<file path="src/rtl/kgp_isa_pkg.sv">
// KGP-RISC ISA constants shared by the instruction encoder and the control decoder.
// Holds mnemonic codes, opcode/funct values, field positions and the loader FSM state type.
package kgp_isa_pkg;

    // Mnemonic codes presented on the host stream; codes above MN_BNCY are illegal
    localparam logic [4:0] MN_ADD   = 5'd0;
    localparam logic [4:0] MN_COMP  = 5'd1;
    localparam logic [4:0] MN_AND   = 5'd2;
    localparam logic [4:0] MN_XOR   = 5'd3;
    localparam logic [4:0] MN_SHLL  = 5'd4;
    localparam logic [4:0] MN_SHRL  = 5'd5;
    localparam logic [4:0] MN_SHLLV = 5'd6;
    localparam logic [4:0] MN_SHRLV = 5'd7;
    localparam logic [4:0] MN_SHRA  = 5'd8;
    localparam logic [4:0] MN_SHRAV = 5'd9;
    localparam logic [4:0] MN_ADDI  = 5'd10;
    localparam logic [4:0] MN_COMPI = 5'd11;
    localparam logic [4:0] MN_LW    = 5'd12;
    localparam logic [4:0] MN_SW    = 5'd13;
    localparam logic [4:0] MN_B     = 5'd14;
    localparam logic [4:0] MN_BR    = 5'd15;
    localparam logic [4:0] MN_BLTZ  = 5'd16;
    localparam logic [4:0] MN_BZ    = 5'd17;
    localparam logic [4:0] MN_BNZ   = 5'd18;
    localparam logic [4:0] MN_BL    = 5'd19;
    localparam logic [4:0] MN_BCY   = 5'd20;
    localparam logic [4:0] MN_BNCY  = 5'd21;

    localparam logic [5:0] OP_RTYPE = 6'd0;
    localparam logic [5:0] OP_ADDI  = 6'd1;
    localparam logic [5:0] OP_COMPI = 6'd2;
    localparam logic [5:0] OP_LW    = 6'd3;
    localparam logic [5:0] OP_SW    = 6'd4;
    localparam logic [5:0] OP_B     = 6'd5;
    localparam logic [5:0] OP_BR    = 6'd6;
    localparam logic [5:0] OP_BLTZ  = 6'd7;
    localparam logic [5:0] OP_BZ    = 6'd8;
    localparam logic [5:0] OP_BNZ   = 6'd9;
    localparam logic [5:0] OP_BL    = 6'd10;
    localparam logic [5:0] OP_BCY   = 6'd11;
    localparam logic [5:0] OP_BNCY  = 6'd12;

    localparam logic [5:0] FN_ADD   = 6'd0;
    localparam logic [5:0] FN_COMP  = 6'd1;
    localparam logic [5:0] FN_AND   = 6'd2;
    localparam logic [5:0] FN_XOR   = 6'd3;
    localparam logic [5:0] FN_SHLL  = 6'd4;
    localparam logic [5:0] FN_SHRL  = 6'd5;
    localparam logic [5:0] FN_SHLLV = 6'd6;
    localparam logic [5:0] FN_SHRLV = 6'd7;
    localparam logic [5:0] FN_SHRA  = 6'd8;
    localparam logic [5:0] FN_SHRAV = 6'd9;

    // Instruction word field positions
    localparam int OP_MSB    = 31;
    localparam int OP_LSB    = 26;
    localparam int RS_MSB    = 25;
    localparam int RS_LSB    = 21;
    localparam int RT_MSB    = 20;
    localparam int RT_LSB    = 16;
    localparam int SH_MSB    = 15;
    localparam int SH_LSB    = 11;
    localparam int FN_MSB    = 5;
    localparam int FN_LSB    = 0;
    localparam int IMM16_MSB = 15;
    localparam int IMM21_MSB = 20;
    localparam int IMM26_MSB = 25;

    typedef enum logic [1:0] {
        ST_IDLE = 2'd0,
        ST_LOAD = 2'd1,
        ST_DONE = 2'd2
    } enc_state_e;

    function automatic logic [5:0] r_funct(input logic [4:0] m);
        logic [5:0] f;
        f = FN_ADD;
        case (m)
            MN_COMP:  f = FN_COMP;
            MN_AND:   f = FN_AND;
            MN_XOR:   f = FN_XOR;
            MN_SHLL:  f = FN_SHLL;
            MN_SHRL:  f = FN_SHRL;
            MN_SHLLV: f = FN_SHLLV;
            MN_SHRLV: f = FN_SHRLV;
            MN_SHRA:  f = FN_SHRA;
            MN_SHRAV: f = FN_SHRAV;
            default:  f = FN_ADD;
        endcase
        return f;
    endfunction

    function automatic logic [5:0] i_opcode(input logic [4:0] m);
        logic [5:0] op;
        op = OP_RTYPE;
        case (m)
            MN_ADDI:  op = OP_ADDI;
            MN_COMPI: op = OP_COMPI;
            MN_LW:    op = OP_LW;
            MN_SW:    op = OP_SW;
            MN_B:     op = OP_B;
            MN_BR:    op = OP_BR;
            MN_BLTZ:  op = OP_BLTZ;
            MN_BZ:    op = OP_BZ;
            MN_BNZ:   op = OP_BNZ;
            MN_BL:    op = OP_BL;
            MN_BCY:   op = OP_BCY;
            MN_BNCY:  op = OP_BNCY;
            default:  op = OP_RTYPE;
        endcase
        return op;
    endfunction

endpackage

</file>
<file path="src/rtl/kgp_word_pack.sv">
// Combinational packer: mnemonic + operands -> 32-bit KGP-RISC word, illegal and range flags.
// Zero latency; no flow control of its own.
module kgp_word_pack
    import kgp_isa_pkg::*;
(
    input  logic [4:0]  mnem,
    input  logic [4:0]  rs,
    input  logic [4:0]  rt,
    input  logic [25:0] imm,
    output logic [31:0] word,
    output logic        illegal,
    output logic        range_err
);

    logic fits16;
    logic fits21;
    logic shamt_ok;

    // Sign-extension checks: the dropped upper bits must all match the field's sign bit
    assign fits16   = (&imm[25:15]) | ~(|imm[25:15]);
    assign fits21   = (&imm[25:20]) | ~(|imm[25:20]);
    assign shamt_ok = ~(|imm[25:5]);

    always_comb begin
        word      = '0;
        illegal   = 1'b0;
        range_err = 1'b0;
        word[OP_MSB:OP_LSB] = i_opcode(mnem);
        case (mnem)
            MN_ADD, MN_COMP, MN_AND, MN_XOR, MN_SHLLV, MN_SHRLV, MN_SHRAV: begin
                word[RS_MSB:RS_LSB] = rs;
                word[RT_MSB:RT_LSB] = rt;
                word[FN_MSB:FN_LSB] = r_funct(mnem);
            end
            MN_SHLL, MN_SHRL, MN_SHRA: begin
                word[RS_MSB:RS_LSB] = rs;
                word[RT_MSB:RT_LSB] = rt;
                word[SH_MSB:SH_LSB] = imm[4:0];
                word[FN_MSB:FN_LSB] = r_funct(mnem);
                range_err           = ~shamt_ok;
            end
            MN_ADDI, MN_COMPI: begin
                word[RS_MSB:RS_LSB]  = rs;
                word[IMM16_MSB:0]    = imm[IMM16_MSB:0];
                range_err            = ~fits16;
            end
            MN_LW, MN_SW: begin
                word[RS_MSB:RS_LSB]  = rs;
                word[RT_MSB:RT_LSB]  = rt;
                word[IMM16_MSB:0]    = imm[IMM16_MSB:0];
                range_err            = ~fits16;
            end
            MN_BR: begin
                word[RS_MSB:RS_LSB]  = rs;
            end
            MN_BLTZ, MN_BZ, MN_BNZ: begin
                word[RS_MSB:RS_LSB]  = rs;
                word[IMM21_MSB:0]    = imm[IMM21_MSB:0];
                range_err            = ~fits21;
            end
            MN_B, MN_BL, MN_BCY, MN_BNCY: begin
                word[IMM26_MSB:0]    = imm[IMM26_MSB:0];
            end
            default: begin
                word    = '0;
                illegal = 1'b1;
            end
        endcase
    end

endmodule

</file>
<file path="src/rtl/kgp_instr_encoder.sv">
// Instruction loader: packs streamed symbolic instructions and writes them to imem from base_addr.
// One-cycle latency, one instruction per cycle; in_ready drops outside LOAD and while start is high.
module kgp_instr_encoder
    import kgp_isa_pkg::*;
#(
    parameter int AW = 10
) (
    input  logic          clk,
    input  logic          rst_n,
    input  logic          start,
    input  logic [AW-1:0] base_addr,
    input  logic          in_valid,
    output logic          in_ready,
    input  logic [4:0]    in_mnem,
    input  logic [4:0]    in_rs,
    input  logic [4:0]    in_rt,
    input  logic [25:0]   in_imm,
    input  logic          in_last,
    output logic          imem_we,
    output logic [AW-1:0] imem_addr,
    output logic [31:0]   imem_wdata,
    output logic [AW:0]   words_written,
    output logic          done,
    output logic          err_illegal,
    output logic          err_range
);

    enc_state_e    state_q;
    enc_state_e    state_d;
    logic [AW-1:0] ptr_q;
    logic [AW:0]   cnt_q;
    logic          we_q;
    logic [AW-1:0] addr_q;
    logic [31:0]   wdata_q;
    logic          err_ill_q;
    logic          err_rng_q;

    logic [31:0]   pk_word;
    logic          pk_illegal;
    logic          pk_range;
    logic          hs;
    logic          wr;
    logic          finish;

    kgp_word_pack u_pack (
        .mnem      (in_mnem),
        .rs        (in_rs),
        .rt        (in_rt),
        .imm       (in_imm),
        .word      (pk_word),
        .illegal   (pk_illegal),
        .range_err (pk_range)
    );

    assign in_ready = (state_q == ST_LOAD) & ~start;
    assign hs       = in_valid & in_ready;
    assign wr       = hs & ~pk_illegal;
    // Writing the top address ends the session; the pointer never wraps inside a session
    assign finish   = hs & (in_last | (~pk_illegal & (ptr_q == {AW{1'b1}})));

    always_comb begin
        state_d = state_q;
        case (state_q)
            ST_IDLE: state_d = ST_IDLE;
            ST_LOAD: if (finish) state_d = ST_DONE;
            ST_DONE: state_d = ST_IDLE;
            default: state_d = ST_IDLE;
        endcase
        if (start) state_d = ST_LOAD;
    end

    always_ff @(posedge clk or negedge rst_n) begin
        if (!rst_n) begin
            state_q <= ST_IDLE;
        end else begin
            state_q <= state_d;
        end
    end

    always_ff @(posedge clk or negedge rst_n) begin
        if (!rst_n) begin
            ptr_q     <= '0;
            cnt_q     <= '0;
            we_q      <= 1'b0;
            addr_q    <= '0;
            wdata_q   <= '0;
            err_ill_q <= 1'b0;
            err_rng_q <= 1'b0;
        end else begin
            // The write register is independent of start so an in-flight write still lands
            we_q <= wr;
            if (wr) begin
                addr_q  <= ptr_q;
                wdata_q <= pk_word;
            end
            if (start) begin
                ptr_q     <= base_addr;
                cnt_q     <= '0;
                err_ill_q <= 1'b0;
                err_rng_q <= 1'b0;
            end else if (hs) begin
                if (pk_illegal) begin
                    err_ill_q <= 1'b1;
                end else begin
                    ptr_q <= ptr_q + AW'(1);
                    cnt_q <= cnt_q + (AW+1)'(1);
                    if (pk_range) err_rng_q <= 1'b1;
                end
            end
        end
    end

    assign imem_we       = we_q;
    assign imem_addr     = addr_q;
    assign imem_wdata    = wdata_q;
    assign words_written = cnt_q;
    assign done          = (state_q == ST_DONE);
    assign err_illegal   = err_ill_q;
    assign err_range     = err_rng_q;

endmodule

</file>
<file path="config.mk">
export PLATFORM = sky130hd
export DESIGN_NAME = kgp_instr_encoder
export DESIGN_NICKNAME = d
export VERILOG_FILES = /design/src/rtl/kgp_isa_pkg.sv /design/src/rtl/kgp_word_pack.sv /design/src/rtl/kgp_instr_encoder.sv
export SDC_FILE = /design/constraint.sdc
export NUM_CORES = 1
export LEC_CHECK = 0
export ABC_AREA = 1
export CAP_MARGIN = 40
export CORE_MARGIN = 10
export CORE_UTILIZATION = 40
export CTS_CLUSTER_DIAMETER = 60
export DETAILED_ROUTE_END_ITERATION = 10
export GPL_TIMING_DRIVEN = 0
export PLACE_DENSITY = 0.68
export SYNTH_ARGS = -nofsm -noshare
export SYNTH_HDL_FRONTEND = slang
export SYNTH_SLANG_ARGS = --single-unit
export TNS_END_PERCENT = 1
</file>
<file path="constraint.sdc">
create_clock -name clk -period 4 [get_ports clk]
set_input_delay 0.6 -clock clk [delete_from_list [all_inputs] [get_ports clk]]
set_output_delay 0.6 -clock clk [all_outputs]
set_load 0.01 [all_outputs]
</file>
## After elaboration in Yosys (flattened, before gate mapping)

Memory sizes are Yosys's and may differ from the RTL's. A register that Yosys moved wholly into a read port is not among the register bits.
Index checks and enable logic that the tools add are counted.

- Bits in registers: 68
- Memory bits (read-only): 256
- Output and inout port bits: 58
- Word-level logic and storage cells: 100
- Memories kept: 3

Memory list:

| name | words | bits a word | read ports | clocked after memory_dff | write ports | line | source |
|---|---|---|---|---|---|---|---|
| (name not given) | 32 | 4 | 1 | 1 | 0 | kgp_isa_pkg.sv:96 | `case (m)` |
| (name not given) | 16 | 4 | 1 | 0 | 0 | kgp_isa_pkg.sv:78 | `case (m)` |
| (name not given) | 16 | 4 | 1 | 0 | 0 | kgp_isa_pkg.sv:78 |  |

- $add $sub $neg: 2
- Eq/ne operators: 26
- Multiplexer cells: 25
- Bitwise gates (word level): 13
- Reductions and logical operators: 23

Operators by type and width:

| operator | count |
|---|---|
| $eq A5 B4 Y1 const B | 8 |
| $mux W11 | 3 |
| $eq A5 B5 Y1 const B | 6 |
| $mux W10 | 3 |
| $pmux W5 S2 | 3 |
| $reduce_or A11 Y1 | 2 |
| $reduce_or A22 Y1 | 1 |
| $reduce_or A21 Y1 | 1 |
| $eq A5 B3 Y1 const B | 4 |
| $mux W6 | 3 |
| $pmux W6 S3 | 1 |
| $reduce_or A18 Y1 | 1 |
| $reduce_or A7 Y1 | 2 |
| $reduce_or A12 Y1 | 1 |
| $add A11 B1 Y11 const B | 1 |
| $reduce_and A11 Y1 | 1 |
| $add A10 B1 Y10 const B | 1 |
| $eq A10 B10 Y1 const B | 1 |
| $eq A5 B2 Y1 const B | 2 |
| $reduce_or A4 Y1 | 2 |
| $mux W1 | 7 |
| $mux W2 | 3 |
| $reduce_and A6 Y1 | 1 |
| $reduce_bool A2 Y1 | 3 |
| other kinds (16) | 28 |

## Depth between registers and ports, before layout

- Depth in word-level cells: 9
- Gate-level depth with buffers: 13

## By module

A second synthesis with hierarchy kept.

- Cell total of the unflattened synthesis: 577
- Area, all modules: 4177.8 sq um

Modules (own cells, without submodules):

| module | instances | cells each | area an instance (sq um) |
|---|---|---|---|
| kgp_instr_encoder | 1 | 377 | 3084.2 |
| kgp_word_pack | 1 | 200 | 1093.5 |

## Worst setup path before layout

Ideal clock, no wire load.

- Path type: input to register
- Start: in in_mnem[1]
- End: reg ptr_q[4]
- Arrival: 1.952 ns
- Slack: 1.930 ns
- Cell stages on the path: 13
- Path buffers: 1
- Cell sequence: inv_1 > ha_1 > nor2_1 > inv_1 > nand2_1 > nand3_1 > nor2_1 > nand3_2 > nand2_4 > nand2_4 > buf_6 > o21ai_1 > nand2_1

- Cells in the longest elaborated chain, start to end: 4
- Elaborated cells on any way between the ends: 25
- Classes of those cells: eq/ne (21); reduce/logical (4)

Ends and longest elaborated chain:

| item | line | source |
|---|---|---|
| from (decl) | kgp_instr_encoder.sv:14 | `input logic [4:0] in_mnem,` |
| $eq A5 B1 Y1 (tied with other cells) | kgp_word_pack.sv:29 | `case (mnem)` |
| $reduce_or A22 Y1 (no source line) * | - |  |
| $reduce_bool A2 Y1 (no source line) * | - |  |
| $reduce_and A2 Y1 (no source line) * | - |  |
| to (signal assigned) | kgp_instr_encoder.sv:97 | `ptr_q <= base_addr;` |
| to (signal assigned) | kgp_instr_encoder.sv:105 | `ptr_q <= ptr_q + AW'(1);` |
| to (decl) | kgp_instr_encoder.sv:30 | `logic [AW-1:0] ptr_q;` |

Every way passes the cells marked *; elsewhere a longest branch is shown, timed or not.
A chain may end at the register's enable or synchronous reset.

## Worst setup path after layout

- Start: in in_mnem[1]
- End: reg addr_q[7], in the netlist imem_addr[7]

- Cells in the longest elaborated chain, start to end: 3
- Elaborated cells on any way between the ends: 24
- Classes of those cells: eq/ne (21); bitwise (1); reduce/logical (2)

Ends and longest elaborated chain:

| item | line | source |
|---|---|---|
| $eq A5 B1 Y1 (tied with other cells) | kgp_word_pack.sv:29 |  |
| $reduce_or A22 Y1 (no source line) * | - |  |
| $and A1 B1 Y1 * | kgp_instr_encoder.sv:57 | `assign wr = hs & ~pk_illegal;` |
| to (signal assigned) | kgp_instr_encoder.sv:93 | `addr_q <= ptr_q;` |
| to (decl) | kgp_instr_encoder.sv:33 | `logic [AW-1:0] addr_q;` |

Marked as above.

==> metrics.log <==
[metrics] run status: completed
[metrics] first-pass detailed-route iteration total: 4
[metrics] top-level I/O count: 114
[metrics] pin count of the biggest net entering global routing: 48
[metrics] CTS H-Tree Depth: 3
[metrics] Critical Path AT: 2.93 ns
[metrics] per-instance average area after synthesis: 7.63 µm²
[metrics] PwrDens: 416 mW/mm²
[metrics] number of remaining DRC errors: 0
[metrics] synthesized flop and latch total: 66
[metrics] post-route fraction of the period consumed by the critical path: 67.8%
[metrics] Via-to-Cell Ratio: 4.72
[metrics] deepest clock path buffer count: 2
[metrics] leading cell types in the layout, fill and taps excluded: nand2_1 (174), clkdlybuf4s50_1 (109), dfrtp_1 (66), inv_1 (39), nand3_1 (39)
[metrics] post-route antenna net violation count: 0
[metrics] final core area utilization: 57.4%
[metrics] critical path endpoint category: register
[metrics] Clock transition at path regs: 0.08 ns
[metrics] pins over their slew limit: 0
[metrics] pin slew with the least headroom to its limit: 0.499 ns
[metrics] vias post-DR: 3554
[metrics] # port buffers: 110
[metrics] layout overhead on the synthesized area: 40.1%
[metrics] endpoints failing setup: 0
[metrics] worst reg2reg path depth: 12
[metrics] Syn Inst Count: 496
[metrics] Die Span Y: 117 µm
[metrics] overall fraction of global-route tracks in use: 16.7%
[metrics] worst-case clock skew: 0.00962 ns
[metrics] number of max-cap violations: 0
[metrics] Period minus WS final: 2.71 ns
[metrics] CTS tree: done
[metrics] HPWL after detailed placement: 8890 µm
[metrics] synthesis warning total: 0
[metrics] endpoint of the lowest-slack register-to-register path: state_q[0]$_DFFE_PN0P_
[metrics] number of global-route vias before repair: 3597
[metrics] fraction of the yosys area taken by sequential cells: 43.7%
[metrics] count of hold buffers inserted by post-cts repair: 0
[metrics] CP Launch Point: in_mnem[1]
[metrics] setup repair after global routing missed its margin: no
[metrics] Gates resized, CTS repair: 0
[metrics] DP Area: 0.00507 mm²
[metrics] count of endpoints failing hold in the final timing report: 0
[metrics] clock latency on the worst-skew pair: 0.34 ns
[metrics] clk sink count: 66
[metrics] setup TNS: 0 ns
[metrics] most common cell after layout, fill and taps aside: nand2_1
[metrics] Max VDD drop: 0.223 mV
[metrics] full die area: 0.0137 mm²
[metrics] highest attainable clock frequency: 0.369 GHz
[metrics] Leak: 2.52 nW
[metrics] CP Launch Type: input port
[metrics] width of the die: 117 µm
[metrics] Hold WC Path Type: in -> async
[metrics] share of cells above drive strength 1: 10.3%
[metrics] critical path class: in -> reg
[metrics] FF-to-FF setup slack: 2.21 ns
[metrics] largest driver fanout on the critical path: 10
[metrics] core box area: 0.00924 mm²
[metrics] data required time of the critical path: 4.21 ns
[metrics] wire length of the first global-routing pass: 18000 µm
[metrics] endpoint of the worst setup timing path: imem_addr[7]$_DFFE_PN0P_
[metrics] worst max-slew margin expressed relative to the limit: 66.4%
[metrics] Inserted Clock Buffers: 9
[metrics] number of rows in the core area: 35
[metrics] count of buffers added by post-CTS timing repair for setup: 0
[metrics] antenna violations before repair: 0
[metrics] launch point of the worst reg-to-reg path: ptr_q[1]$_DFFE_PN0P_
[metrics] netlist area before placement: 0.00378 mm²
[metrics] WL/cell: 14.8 µm
[metrics] Starting Density: 40.9%
[metrics] final global-route overflow total: 0
[metrics] wirelength, routed: 11200 µm
[metrics] iteration-0 DRC count of the detailed router: 208
[metrics] weighted congestion at the end of routability-driven global placement: 0.843
[metrics] clock root buffer: clkbuf_8
[metrics] final non-filler cell area: 0.00530 mm²
[metrics] fin nets: 682
[metrics] Antenna Cells: 0
[metrics] number of different library cells in the post-synthesis netlist: 39
synthesized netlist by cell type, drive strengths merged:
cell / instances / share of area (%)
a31oi: 1 / 0.17
nand3b: 1 / 0.20
dfrtp: 66 / 44
clkinv: 1 / 0.099
ha: 7 / 2.3
conb: 1 / 0.099
nor4: 2 / 0.33
clkbuf: 4 / 0.40
nor3b: 3 / 0.60
a21oi: 2 / 0.36
o311a: 1 / 0.26
o21ai: 49 / 7.5
o21a: 1 / 0.20
nor3: 6 / 0.79
nand2: 186 / 20
and2: 2 / 0.33
xor2: 12 / 2.8
nand4: 3 / 0.50
buf: 13 / 3.0
nor2: 38 / 4.2
a21boi: 10 / 2.0
or2: 1 / 0.17
o31ai: 1 / 0.20
inv: 42 / 4.2
nand3: 41 / 5.7
o221ai: 2 / 0.46
metrics by stage:
stage                     worst slack (ns)  total power (W)  hold WS (ns)  std cells
after floorplan                       1.93          0.00119         0.304        497
after global placement              0.0717          0.00157         0.467        736
after detailed placement             0.937          0.00158         0.470        737
after CTS                             1.31          0.00223         0.124        753
after global routing                  1.07          0.00235         0.131        753
final                                 1.29          0.00221         0.127        753
critical path, cell delays in order:
cell and delay (ns):
clkdlybuf4s50_1 0.58, inv_1 0.15, ha_1 0.28, nor2_1 0.11, inv_1 0.06, nand2_1 0.09
nand3_1 0.08, nor2_1 0.18, nand3_2 0.17, nand2_4 0.17, clkbuf_1 0.31, o21ai_0 0.14
per-layer routing:
| layer | global-route usage (%) | share of wire [%] | vias to the layer above |
|---|---|---|---|
| li1 | - | - | 1831 |
| met4 | 4.12 | 0.86 | 0 |
| met3 | 5.10 | 7.1 | 10 |
| met1 | 21.3 | 45 | 1629 |
| met2 | 26.9 | 47 | 84 |
| met5 | 0 | 0 | - |
registers in the layout (all words and copies together), names as in the netlist:
signal and cells:
imem_addr 10, imem_we 1, err_range 1, words_written 11
state_q 2, ptr_q 10, err_illegal 1, imem_wdata 30
worst min path at each step:
| stage | start | endpoint | cells past startpoint |
|---|---|---|---|
| floorplan | rst_n | err_illegal$_DFFE_PN0P_ | 0 |
| global placement | imem_wdata[1]$_DFFE_PN0P_ | imem_wdata[1]$_DFFE_PN0P_ | 2 |
| detailed placement | imem_wdata[29]$_DFFE_PN0P_ | imem_wdata[29]$_DFFE_PN0P_ | 2 |
| CTS | rst_n | imem_addr[2]$_DFFE_PN0P_ | 1 |
| global route | rst_n | imem_addr[2]$_DFFE_PN0P_ | 1 |
| finish | rst_n | imem_addr[2]$_DFFE_PN0P_ | 1 |
cells by family after synthesis:
logic type                 synth area share (%)
DFF                                        43.7
xor gates and xnor gates                   2.78
buffers and inverters                      7.74
and+or+nand+nor                            32.3
AOI/OAI and AO/OA                          11.1
other                                    0.0991
adders and majority gates                  2.32
power breakdown:
group	internal (W)	switching [W]	leakage [nW]
Combinational	0.000358	0.000323	1.54
Sequential	0.000796	0.0000884	0.869
Clock	0.000369	0.000272	0.109
area by class of cell:
class	instances	area, µm²
clock buffer	10	138
multi-input combinational	371	1840
timing repair buffer	111	1130
tap	129	161
sequential	66	1650
buffer	17	129
clock inverter	6	88.8
fill	856	3940
inverter	43	164
No activity file was read; power rests on OpenSTA's default activity.
